$ cat config.mk
export PLATFORM = sky130hd
export DESIGN_NAME = uart_rx_frame_check_flat
export DESIGN_NICKNAME = d
export VERILOG_FILES = /design/src/rtl/uart_rx_frame_check_if.sv /design/src/rtl/uart_rx_frame_check.sv /design/src/flat_wrapper.sv
export SDC_FILE = /design/constraint.sdc
export NUM_CORES = 1
export LEC_CHECK = 0
export ABC_AREA = 0
export CORE_MARGIN = 3
export CORE_UTILIZATION = 40
export DETAILED_ROUTE_END_ITERATION = 8
export GPL_ROUTABILITY_DRIVEN = 0
export GPL_TIMING_DRIVEN = 0
export PLACE_DENSITY = 0.72
export SKIP_CTS_REPAIR_TIMING = 1
export SYNTH_ARGS = -nofsm -noshare
export SYNTH_HDL_FRONTEND = slang
export SYNTH_SLANG_ARGS = --single-unit
$ cat constraint.sdc
create_clock -name clk -period 3.8 [get_ports clk]
set_clock_uncertainty 0.15 [all_clocks]
set_input_delay 0.76 -clock clk [delete_from_list [all_inputs] [get_ports clk]]
set_output_delay 0.76 -clock clk [all_outputs]
set_load 0.005 [all_outputs]
$ cat src/rtl/uart_rx_frame_check_if.sv
// ----------------------------------------------------------------------------
// uart_rx_frame_check_if
// Bundles the bit-sampler side strobes, the frame configuration and the result
// outputs of the UART RX frame checker.
//   master : drives frame_start, bit_valid, sampled_bit, par_en, par_mode,
//            err_clr; observes the result signals
//   slave  : the frame checker; drives P_DATA, data_valid, parity_error,
//            stop_error, par_err_cnt, stop_err_cnt
// Parameters DATA_WIDTH / CNT_WIDTH must match the attached checker.
// ----------------------------------------------------------------------------
interface uart_rx_frame_check_if #(
  parameter int DATA_WIDTH = 8,
  parameter int CNT_WIDTH  = 8
);
  logic                  frame_start;
  logic                  bit_valid;
  logic                  sampled_bit;
  logic                  par_en;
  logic [1:0]            par_mode;
  logic                  err_clr;
  logic [DATA_WIDTH-1:0] P_DATA;
  logic                  data_valid;
  logic                  parity_error;
  logic                  stop_error;
  logic [CNT_WIDTH-1:0]  par_err_cnt;
  logic [CNT_WIDTH-1:0]  stop_err_cnt;

  modport master (
    output frame_start, bit_valid, sampled_bit, par_en, par_mode, err_clr,
    input  P_DATA, data_valid, parity_error, stop_error, par_err_cnt, stop_err_cnt
  );

  modport slave (
    input  frame_start, bit_valid, sampled_bit, par_en, par_mode, err_clr,
    output P_DATA, data_valid, parity_error, stop_error, par_err_cnt, stop_err_cnt
  );
endinterface

$ cat src/rtl/uart_rx_frame_check.sv
// ----------------------------------------------------------------------------
// uart_rx_frame_check
// Serial frame checker behind the UART bit sampler. Assembles DATA_WIDTH data
// bits LSB-first, accumulates parity on the fly, checks the optional parity
// bit (even/odd/mark/space) and the stop bit, then presents the word and the
// error flags with a one-cycle data_valid pulse.
// Ports:
//   clk  - system clock
//   rst  - asynchronous active-low reset
//   bus  - uart_rx_frame_check_if.slave (strobes, config, results)
// Build option:
//   UART_RX_ERR_CNT_EN - when defined, saturating parity/stop error counters
//                        with err_clr are built; otherwise they read 0.
// ----------------------------------------------------------------------------
module uart_rx_frame_check #(
  parameter int DATA_WIDTH = 8,
  parameter int CNT_WIDTH  = 8
) (
  input  logic                 clk,
  input  logic                 rst,
  uart_rx_frame_check_if.slave bus
);

  localparam int BW = $clog2(DATA_WIDTH + 1);
  localparam logic [BW-1:0] LAST_BIT = BW'(DATA_WIDTH - 1);

  typedef enum logic [1:0] {
    S_IDLE   = 2'd0,
    S_DATA   = 2'd1,
    S_PARITY = 2'd2,
    S_STOP   = 2'd3
  } state_t;

  // Expected parity bit from the mode and the XOR of the data bits.
  function automatic logic expected_parity(input logic [1:0] mode, input logic run_par);
    logic exp_v;
    case (mode)
      2'b00:   exp_v = run_par;
      2'b01:   exp_v = ~run_par;
      2'b10:   exp_v = 1'b1;
      2'b11:   exp_v = 1'b0;
      default: exp_v = 1'b0;
    endcase
    return exp_v;
  endfunction

  state_t                state_q, state_d;
  logic [DATA_WIDTH-1:0] shift_q, shift_d;
  logic [BW-1:0]         cnt_q, cnt_d;
  logic                  run_par_q, run_par_d;
  logic                  par_en_q, par_en_d;
  logic [1:0]            par_mode_q, par_mode_d;
  logic                  par_err_q, par_err_d;
  logic [DATA_WIDTH-1:0] p_data_q, p_data_d;
  logic                  valid_q, valid_d;
  logic                  perr_q, perr_d;
  logic                  serr_q, serr_d;

  // frame_start always wins over a same-cycle bit strobe, which is dropped.
  logic start_s, data_bit_s, par_bit_s, stop_bit_s;
  assign start_s    = bus.frame_start;
  assign data_bit_s = !bus.frame_start && bus.bit_valid && (state_q == S_DATA);
  assign par_bit_s  = !bus.frame_start && bus.bit_valid && (state_q == S_PARITY);
  assign stop_bit_s = !bus.frame_start && bus.bit_valid && (state_q == S_STOP);

  // State register.
  always_ff @(posedge clk or negedge rst) begin
    if (!rst) begin
      state_q <= S_IDLE;
    end else begin
      state_q <= state_d;
    end
  end

  // Next-state logic; frame_start from any state (re)starts a frame.
  always_comb begin
    state_d = state_q;
    if (start_s) begin
      state_d = S_DATA;
    end else if (bus.bit_valid) begin
      case (state_q)
        S_IDLE:   state_d = S_IDLE;
        S_DATA: begin
          if (cnt_q == LAST_BIT) begin
            state_d = par_en_q ? S_PARITY : S_STOP;
          end else begin
            state_d = S_DATA;
          end
        end
        S_PARITY: state_d = S_STOP;
        S_STOP:   state_d = S_IDLE;
        default:  state_d = S_IDLE;
      endcase
    end else begin
      state_d = state_q;
    end
  end

  // Datapath and output next values driven by the current state strobes.
  always_comb begin
    shift_d    = shift_q;
    cnt_d      = cnt_q;
    run_par_d  = run_par_q;
    par_en_d   = par_en_q;
    par_mode_d = par_mode_q;
    par_err_d  = par_err_q;
    if (start_s) begin
      shift_d    = '0;
      cnt_d      = '0;
      run_par_d  = 1'b0;
      par_en_d   = bus.par_en;
      par_mode_d = bus.par_mode;
      par_err_d  = 1'b0;
    end else if (data_bit_s) begin
      // Right shift: the first received bit ends up in bit 0.
      shift_d   = {bus.sampled_bit, shift_q[DATA_WIDTH-1:1]};
      cnt_d     = cnt_q + BW'(1);
      run_par_d = run_par_q ^ bus.sampled_bit;
    end else if (par_bit_s) begin
      par_err_d = expected_parity(par_mode_q, run_par_q) ^ bus.sampled_bit;
    end else begin
      par_err_d = par_err_q;
    end

    valid_d = stop_bit_s;
    if (stop_bit_s) begin
      // par_err_q stays 0 for frames without a parity bit.
      p_data_d = shift_q;
      perr_d   = par_err_q;
      serr_d   = ~bus.sampled_bit;
    end else begin
      p_data_d = p_data_q;
      perr_d   = perr_q;
      serr_d   = serr_q;
    end
  end

  // Datapath and result registers.
  always_ff @(posedge clk or negedge rst) begin
    if (!rst) begin
      shift_q    <= '0;
      cnt_q      <= '0;
      run_par_q  <= 1'b0;
      par_en_q   <= 1'b0;
      par_mode_q <= 2'b00;
      par_err_q  <= 1'b0;
      p_data_q   <= '0;
      valid_q    <= 1'b0;
      perr_q     <= 1'b0;
      serr_q     <= 1'b0;
    end else begin
      shift_q    <= shift_d;
      cnt_q      <= cnt_d;
      run_par_q  <= run_par_d;
      par_en_q   <= par_en_d;
      par_mode_q <= par_mode_d;
      par_err_q  <= par_err_d;
      p_data_q   <= p_data_d;
      valid_q    <= valid_d;
      perr_q     <= perr_d;
      serr_q     <= serr_d;
    end
  end

  assign bus.P_DATA       = p_data_q;
  assign bus.data_valid   = valid_q;
  assign bus.parity_error = perr_q;
  assign bus.stop_error   = serr_q;

`ifdef UART_RX_ERR_CNT_EN
  logic [CNT_WIDTH-1:0] par_cnt_q;
  logic [CNT_WIDTH-1:0] stop_cnt_q;

  // Saturating error counters, bumped on the data_valid cycle; clear wins.
  always_ff @(posedge clk or negedge rst) begin
    if (!rst) begin
      par_cnt_q  <= '0;
      stop_cnt_q <= '0;
    end else if (bus.err_clr) begin
      par_cnt_q  <= '0;
      stop_cnt_q <= '0;
    end else begin
      if (valid_q && perr_q && (par_cnt_q != {CNT_WIDTH{1'b1}})) begin
        par_cnt_q <= par_cnt_q + CNT_WIDTH'(1);
      end else begin
        par_cnt_q <= par_cnt_q;
      end
      if (valid_q && serr_q && (stop_cnt_q != {CNT_WIDTH{1'b1}})) begin
        stop_cnt_q <= stop_cnt_q + CNT_WIDTH'(1);
      end else begin
        stop_cnt_q <= stop_cnt_q;
      end
    end
  end

  assign bus.par_err_cnt  = par_cnt_q;
  assign bus.stop_err_cnt = stop_cnt_q;
`else
  logic unused_err_clr_s;
  assign unused_err_clr_s = bus.err_clr;
  assign bus.par_err_cnt  = '0;
  assign bus.stop_err_cnt = '0;
`endif

endmodule

$ cat src/flat_wrapper.sv
// flat-port wrapper written by rule: the top's interface ports become plain ports
module uart_rx_frame_check_flat 
#(
  parameter int DATA_WIDTH = 8,
  parameter int CNT_WIDTH  = 8
)
  (clk, rst, bus_frame_start, bus_bit_valid, bus_sampled_bit, bus_par_en, bus_par_mode, bus_err_clr, bus_P_DATA, bus_data_valid, bus_parity_error, bus_stop_error, bus_par_err_cnt, bus_stop_err_cnt);
  uart_rx_frame_check_if #(.DATA_WIDTH(DATA_WIDTH), .CNT_WIDTH(CNT_WIDTH)) bus_i ();
  input  logic clk;
  input  logic rst;
  input wire logic [$bits(bus_i.frame_start)-1:0] bus_frame_start;
  input wire logic [$bits(bus_i.bit_valid)-1:0] bus_bit_valid;
  input wire logic [$bits(bus_i.sampled_bit)-1:0] bus_sampled_bit;
  input wire logic [$bits(bus_i.par_en)-1:0] bus_par_en;
  input wire logic [$bits(bus_i.par_mode)-1:0] bus_par_mode;
  input wire logic [$bits(bus_i.err_clr)-1:0] bus_err_clr;
  output wire logic [$bits(bus_i.P_DATA)-1:0] bus_P_DATA;
  output wire logic [$bits(bus_i.data_valid)-1:0] bus_data_valid;
  output wire logic [$bits(bus_i.parity_error)-1:0] bus_parity_error;
  output wire logic [$bits(bus_i.stop_error)-1:0] bus_stop_error;
  output wire logic [$bits(bus_i.par_err_cnt)-1:0] bus_par_err_cnt;
  output wire logic [$bits(bus_i.stop_err_cnt)-1:0] bus_stop_err_cnt;
  assign bus_i.frame_start = bus_frame_start;
  assign bus_i.bit_valid = bus_bit_valid;
  assign bus_i.sampled_bit = bus_sampled_bit;
  assign bus_i.par_en = bus_par_en;
  assign bus_i.par_mode = bus_par_mode;
  assign bus_i.err_clr = bus_err_clr;
  assign bus_P_DATA = bus_i.P_DATA;
  assign bus_data_valid = bus_i.data_valid;
  assign bus_parity_error = bus_i.parity_error;
  assign bus_stop_error = bus_i.stop_error;
  assign bus_par_err_cnt = bus_i.par_err_cnt;
  assign bus_stop_err_cnt = bus_i.stop_err_cnt;
  uart_rx_frame_check #(.DATA_WIDTH(DATA_WIDTH), .CNT_WIDTH(CNT_WIDTH)) u_core (.clk(clk), .rst(rst), .bus(bus_i));
endmodule
==> results of run 1 <==
## synthesized netlist by cell type, types with 2 or more instances
cell / number / area share (%)
a21oi_1: 12 / 4.4
nor2_1: 4 / 1.1
dfrtp_1: 30 / 55
o21ai_0: 4 / 1.5
nand4b_1: 2 / 1.3
or3_1: 2 / 0.92
buf_4: 16 / 8.8
and3b_1: 2 / 1.3
buf_2: 3 / 1.1
xnor2_1: 3 / 1.9
nand2_1: 20 / 5.5
inv_1: 2 / 0.55
mux2_2: 12 / 9.9
## path summary, 6_finish.rpt
kind                                         end  slack (ns)  cells past startpoint
max                                bus_P_DATA[5]        1.70                      1
min                            u_core.shift_q[0]        0.30                      1
max reg2reg                    u_core.state_q[0]        2.36                      4
min reg2reg                u_core.bus.stop_error        0.34                      2
max in group asynchronous   u_core.par_mode_q[1]        2.77                      1
min in group clk           u_core.bus.stop_error        0.34                      2
## cell families after synthesis
logic type | count (synthesis) | synth area share (%)
AO/OA/AOI/OAI | 18 | 7.052
XOR/XNOR | 4 | 2.565
adder cells (fa/ha/maj) | 1 | 0.9156
buffers and inverters | 23 | 11.54
flip-flops | 30 | 54.95
multiplexers | 12 | 9.890
other | 1 | 0.2745
AND/OR/NAND/NOR | 34 | 12.82
## flip-flops by register name (all words and copies together), names as in the netlist
name	flops
u_core.bus.P_DATA	8
u_core.bus.data_valid	1
u_core.bus.parity_error	1
u_core.bus.stop_error	1
u_core.cnt_q	4
u_core.par_en_q	1
u_core.par_err_q	1
u_core.par_mode_q	2
u_core.run_par_q	1
u_core.shift_q	8
u_core.state_q	2
## cell type report
class | count | area (um^2) | area share, %
Sequential cell | 30 | 750.7 | 43.38
Timing Repair Buffer | 18 | 175.2 | 10.12
Clock inverter | 3 | 40.04 | 2.314
Inverter | 2 | 7.507 | 0.4338
Tap cell | 44 | 55.05 | 3.181
Clock buffer | 5 | 37.54 | 2.169
Multi-Input combinational cell | 85 | 514.2 | 29.72
Buffer | 21 | 150.1 | 8.677
## per-layer routing
layer  part of all wire, %  global-route usage [%]
met3                   5.6                   5.546
met4                  0.89                   3.166
met1                    45                   15.51
met5                     0                       0
met2                    49                   21.65
## through the flow
step                total power, uW  cell area [um^2]
floorplan                     374.3              1423
global placement              392.9              1658
detailed placement            395.0              1658
CTS                           642.7              1735
global route                  670.5              1730
finish                        634.9              1730
## power groups by stage
| stage | clock network, uW | registers [uW] | logic (uW) |
|---|---|---|---|
| floorplan | 0 | 337 | 37.6 |
| global placement | 0 | 338 | 55.4 |
| detailed placement | 0 | 338 | 57.0 |
| CTS | 254 | 332 | 57.3 |
| global route | 274 | 333 | 63.7 |
| finish | 247 | 331 | 56.5 |
==> results.cfg, run 1 <==
[routing]
drtIter0Drc = 21
routedWlPerCell_um = 11.31
route.vias.total = 941
vias_per_cell = 4.524
ant_nets = 0
wirelength_um = 2353
drcViolationCount = 0
drt-pass1-iter-count = 3

[timing]
fin_setup_tns_ns = 0
finalCritPeriodShare_pct = 55.14
timing.fmax_mhz = 477.3
rsz0062_at_grt = false
max_slew_margin_pct = 56.66
period_minus_slack_ns = 2.095
timing_hold_violations_final = 0
hold_slack_ns = 0.3049
worst_pin_slew_ns = 0.6501
final-setup-viol-count = 0
finalMaxSlewViolations = 0
fin_ws_ns = 1.705

[place]
post-place-ws_ns = 1.310
io_buffers = 18
dp.cells = 200
dp_hpwl_um = 1720

[power]
p_switching_uw = 143.7
p_per_area_nw_per_um2 = 366.9
ir_worst_vdd_v = 0.0002497
power.internal_uw = 491.1
power_frac_clock_pct = 38.9
p_sw_share_pct = 22.64
p_leak_uw = 0.0008396
p_seq_share_pct = 52.2
p_comb_share_pct = 8.9

[cts]
numCtsBuffers = 5
cts.path.max_buffers = 2
htreeDepth = 2
root_buffer = clkbuf_4
clkTransAtPathRegs_ns = 0.10
clock_sinks = 30
worstSkewPairLatency_ns = 0.32
tritoncts = yes

[floorplan]
rows = 20
io_pins = 36
start_util_pct = 43.33
die_y_um = 64.45
core_area_um2 = 3153
chipWidth_um = 64.45
design.die.area_um2 = 4153

[final_layout]
finalNetCount = 173
final_common_cell = dfrtp_1
post-route-util_pct = 54.88
synthToLayoutAreaGrowth_pct = 26.65
fillCellCount = 304
antennaDiodeCount = 0
instances_no_fill = 208
drive_gt1_share_pct = 25.61
most-common-layout-cells = dfrtp_1, nand2_1, clkdlybuf4s50_1

[yosys]
syn_inst = 123
synthArstFlopShare_pct = 100.0
seq_area_frac_synth_pct = 54.95
ys_ff_latch = 30
netlist_area_um2 = 1366
syn_avg_cell_area_um2 = 11.11
synth_edf_count = 0
ys_warn_count = 0
synth_top_flop_cell = dfrtp_1
yosysUniqueCellTypes = 24

[worst_setup_path]
max_stage_delay_ns = 0.50
cp_top_family = buffers and inverters
critical_path.slowest_cell = clkdlybuf4s50_1
critical_path.cell_chain = clkdlybuf4s50_1
arrival_ns = 1.19
path_buf_inv = 1
path_class = reg2out
cp-start-kind = flop
crit_fanout = 2
worstPathRequired_ns = 2.89
startpoint = u_core.bus.P_DATA[5]
end_kind = primary output
reg2reg_from = u_core.cnt_q[0]

[grt]
grt_util_all_layers_pct = 12.99
grt_pass1_wl_um = 4181
antenna_found_initial = 0
overflow = 0
grt_pass1_vias = 929
grt_max_degree = 31

[flow_run]
max_cap_viol_count = 0

[status]
status = finished, final reports clean

[worst_hold_path]
hold_class = in2async
Note: power is estimated with default switching activity, not from simulation.
==> run 2, diff against run 1 <==
- clock period: 3.8 -> 2.2 ns (I/O delays scaled with it)
==> results of run 2 <==
The final DEF is identical to that of run 1. Status: complete, but fails checks: negative hold slack.
Among the figures that moved: setup slack after placement 1.310 ns -> 0.02952 ns; setup slack after layout 1.705 ns -> 0.4249 ns; hold slack 0.3049 ns -> -0.01508 ns; number of hold violations in the final report 0 -> 30; register-to-register setup slack 2.36 ns -> 0.76 ns; total power 634.9 uW -> 1097 uW; worst IR drop on VDD 0.0002497 V -> 0.0004314 V
